**src/rtl/bin2bcd_disp.sv**
```systemverilog
// bin2bcd_disp: 20-bit binary to six-digit BCD via double-dabble, with optional leading-zero blanking.
module bin2bcd_disp #(
  parameter int BLANK_CODE = 10
) (
  input  logic        clk,
  input  logic        reset,
  input  logic [19:0] value,
  input  logic        start,
  input  logic        blank_en,
  output logic        busy,
  output logic        done,
  output logic [3:0]  digit0,
  output logic [3:0]  digit1,
  output logic [3:0]  digit2,
  output logic [3:0]  digit3,
  output logic [3:0]  digit4,
  output logic [3:0]  digit5
);
  typedef enum logic [1:0] {IDLE, SHIFT, FINISH} state_t;
  localparam logic [3:0] BLANK = 4'(BLANK_CODE);
  state_t state;
  logic [19:0] bin;
  logic [23:0] bcd;
  logic [23:0] adj;
  logic [23:0] dig;
  logic [23:0] disp;
  logic [5:0] zero;
  logic [4:0] cnt;
  logic blank;
  // zero[k] is set when nibble k and every higher nibble are zero
  always_comb begin
    for (int i = 0; i < 6; i++) adj[4*i+:4] = bcd[4*i+:4] > 4'd4 ? bcd[4*i+:4] + 4'd3 : bcd[4*i+:4];
    zero[5] = bcd[23:20] == 4'd0;
    for (int i = 4; i >= 0; i--) zero[i] = zero[i+1] && bcd[4*i+:4] == 4'd0;
    for (int i = 0; i < 6; i++) dig[4*i+:4] = blank && i > 0 && zero[i] ? BLANK : bcd[4*i+:4];
  end
  always_ff @(posedge clk) begin
    if (reset) begin
      state <= IDLE;
      busy  <= 1'b0;
      done  <= 1'b0;
      cnt   <= '0;
      bcd   <= '0;
      bin   <= '0;
      blank <= 1'b0;
      disp  <= {{5{BLANK}}, 4'd0};
    end else begin
      done <= 1'b0;
      case (state)
        IDLE: if (start) begin
          bin   <= value > 20'd999999 ? 20'd999999 : value;
          bcd   <= '0;
          cnt   <= '0;
          blank <= blank_en;
          busy  <= 1'b1;
          state <= SHIFT;
        end
        SHIFT: begin
          {bcd, bin} <= {adj[22:0], bin, 1'b0};
          cnt <= cnt + 5'd1;
          state <= cnt == 5'd19 ? FINISH : SHIFT;
        end
        FINISH: begin
          disp  <= dig;
          done  <= 1'b1;
          busy  <= 1'b0;
          state <= IDLE;
        end
        default: state <= IDLE;
      endcase
    end
  end
  assign {digit5, digit4, digit3, digit2, digit1, digit0} = disp;
endmodule

```
**config.mk**
```make
export PLATFORM = sky130hd
export DESIGN_NAME = bin2bcd_disp
export DESIGN_NICKNAME = d
export VERILOG_FILES = /design/src/rtl/bin2bcd_disp.sv
export SDC_FILE = /design/constraint.sdc
export NUM_CORES = 1
export LEC_CHECK = 0
export CAP_MARGIN = 0
export CORE_MARGIN = 1.5
export CORE_UTILIZATION = 58
export CTS_CLUSTER_DIAMETER = 100
export CTS_CLUSTER_SIZE = 30
export DETAILED_ROUTE_END_ITERATION = 7
export HOLD_SLACK_MARGIN = 0.15
export PLACE_DENSITY_LB_ADDON = 0.25
export SLEW_MARGIN = 5
export SYNTH_ARGS = -nofsm -noshare
export SYNTH_HDL_FRONTEND = slang
export SYNTH_SLANG_ARGS = --single-unit
```
**constraint.sdc**
```tcl
create_clock -name clk -period 6.09 [get_ports clk]
set_input_delay 0.9135 -clock clk [delete_from_list [all_inputs] [get_ports clk]]
set_output_delay 0.9135 -clock clk [all_outputs]
set_load 0.02 [all_outputs]
```
==> qor.csv <==
metric,value,unit
first_pass_iters,5,
reg2reg_to,disp[5]$_SDFFE_PP1P_,
ys_seq_elements,78,
antenna_found_initial,0,
path_class,in2reg,
total_power,1030,uW
clk_pin_slew,0.08,ns
reg2reg_from,bcd[16]$_SDFFE_PP0P_,
cts-root-buf,clkbuf_8,
cts_buffers,9,
routed_wl,7530,um
required,6.32,ns
hold_ws,0.460,ns
postCtsHoldBufs,0,
vias_per_cell,6.05,
period_minus_slack,2.51,ns
clock_path_buffers,2,
cp-end-kind,flip-flop,
p_leak,0.00152,uW
outcome,"finished, final reports clean",
h-tree-depth,3,
insertedDiodeCount,0,
crit_end,bin[9]$_SDFFE_PP0P_,
ys_top_cells_by_area,"dfxtp_1 (45%), a21oi_1 (5.1%), nor2_1 (4.8%)",
die_y,80.1,um
finalCritPeriodShare,41.2,%
netlist_area,3450,um2
internal-power,797,uW
p_seq_share,51.5,%
cts_tree,done,
cts.sinks,78,
worstHoldPathCells,2,
layout-drive-gt1-share,10.1,%
grt_pass1_wl,12700,um
synth_area_per_cell,8.80,um2
hold_class,reg2reg,
rsz0062_at_grt,no,
yosys_warnings,0,
yosys.area.top_type_share,45.3,%
r2r_cells,6,
dieWidth,80.1,um
seq_area_frac_synth,45.3,%
port-buffer-count,49,
grt_max_degree,56,
grt_overflow_total,0,
skew,0.00874,ns
synth_edf_count,0,
clk_latency,0.35,ns
utilization,74.7,%
hold_viol_final,0,
layout_setup_ws,3.58,ns
arrival,2.74,ns
num_vias,3071,
p_switching,233,uW
critPathLaunch,value[15],
std_cell_rows,27,
post-route-drc-count,0,
drtAntennaViolNets,0,
post-cts-setup-buffers,0,
setup_tns,0,ns
setup_viol,0,
rrSetupSlack,3.95,ns
syn-num-nets,427,
slew_violations,0,
track_usage,25.5,%
drt_iter0_drc,151,
power_density,246,nW/um2
core_area,5610,um2
fmax,0.399,GHz
power_frac_comb,7.6,%
initial_core_util,61.5,%
grt_pass1_vias,2897,
power_frac_clock,40.9,%
nNetsFinal,466,
gp_congestion,0.813,
fillers,413,
fp.dieArea,6420,um2
io_pins,50,
worst_slew_pin_slew,1.01,ns
synthToLayoutAreaGrowth,21.5,%
wl_per_cell,14.8,um
cp_max_fo,8,
power.share.switching,22.6,%
netlist_instances,392,
synth_area_leader_cell,dfxtp_1,
yosys.cell_count.top_type,dfxtp_1,
synthFlopType,dfxtp_1,
ys_types,43,
hpwl,5020,um
cts_resized,0,
maxSlewHeadroom,32.6,%
synth_top_cells_by_count,"dfxtp_1 (78), nor2_1 (44), a21oi_1 (35)",
cap_violations,0,
post-place-ws,3.22,ns
async_flop_share,0,%
peakVddDrop,0.148,mV
start_kind,input port,
[routing by layer]
metal  GRT usage [%]  vias up  share of wire (%)
li1                -     1510                  -
met1            30.0     1450                 44
met2            43.4       93                 49
met3            4.89       18                5.0
met4            13.6        0                1.6
met5               0        -                  0
[area by class of cell]
| cell class | count | area (um2) | area share, % |
|---|---|---|---|
| multi-input combinational | 272 | 1740 | 41.6 |
| sequential | 78 | 1560 | 37.3 |
| timing repair buffer | 54 | 523 | 12.5 |
| clock buffer | 12 | 145 | 3.46 |
| tap | 72 | 90.1 | 2.15 |
| clock inverter | 4 | 70.1 | 1.67 |
| inverter | 16 | 60.1 | 1.43 |
[registers in the layout, indices dropped and copies added (netlist names)]
signal  cells
disp       24
done        1
bin        20
blank       1
state       2
bcd        24
cnt         5
busy        1
[power by group through the flow]
stage | Clock, uW | Combinational [uW] | Sequential [uW]
floorplan | 0 | 47.7 | 540
global placement | 0 | 75.7 | 543
detailed placement | 0 | 77.4 | 543
CTS | 429 | 77.5 | 531
global route | 447 | 85.8 | 532
finish | 422 | 77.8 | 531
[cells in the final DEF, fill, tap and decap left out, types with 3 or more instances in the layout]
cell             netlist  layout
nor2_1                44      44
a22o_1                 9       9
clkbuf_8               0      10
nand3_1               11      11
dfxtp_1               78      78
a21oi_1               35      35
nand4_1                3       3
nor2b_1                9       8
nor3_1                 5       5
o211ai_1               7       7
nand2b_1               4       4
nand2_1               25      25
or3_1                  6       6
a22oi_1               15      15
o311ai_0               6       6
o22a_1                10      10
clkdlybuf4s50_1        0      48
buf_4                  0       5
a211oi_1               3       3
o21ai_0               27      27
ha_1                  11      11
inv_1                 16      16
nor4_1                 4       4
mux2_2                 6       6
o221a_2                7       7
[cells by family after synthesis]
family / count (synthesis) / synth area share, %
flops: 78 / 45.3
simple gates: 124 / 18.1
fa+ha+maj: 11 / 3.99
mux: 6 / 1.96
buf+inv: 42 / 4.57
compound gates: 131 / 26.1
[critical path, cell delays in order]
cell             delay, ns
clkdlybuf4s50_1       0.45
or4_1                 0.59
nor3_4                0.33
o21ai_2               0.17
o221a_2               0.29
[metrics by stage]
stage,cell area (um2),cells
floorplan,3450,392
global placement,3980,492
detailed placement,3980,492
CTS,4190,508
global route,4190,508
finish,4190,508
[worst min path at each step]
stage / startpoint / to
after floorplan: blank$_SDFFE_PP0P_ / blank$_SDFFE_PP0P_
after global placement: disp[4]$_SDFFE_PP0P_ / disp[4]$_SDFFE_PP0P_
after detailed placement: disp[8]$_SDFFE_PP0P_ / disp[8]$_SDFFE_PP0P_
after CTS: disp[8]$_SDFFE_PP0P_ / disp[8]$_SDFFE_PP0P_
after global routing: disp[12]$_SDFFE_PP0P_ / disp[12]$_SDFFE_PP0P_
final: disp[8]$_SDFFE_PP0P_ / disp[8]$_SDFFE_PP0P_
Note: power is estimated with default switching activity, not from simulation.
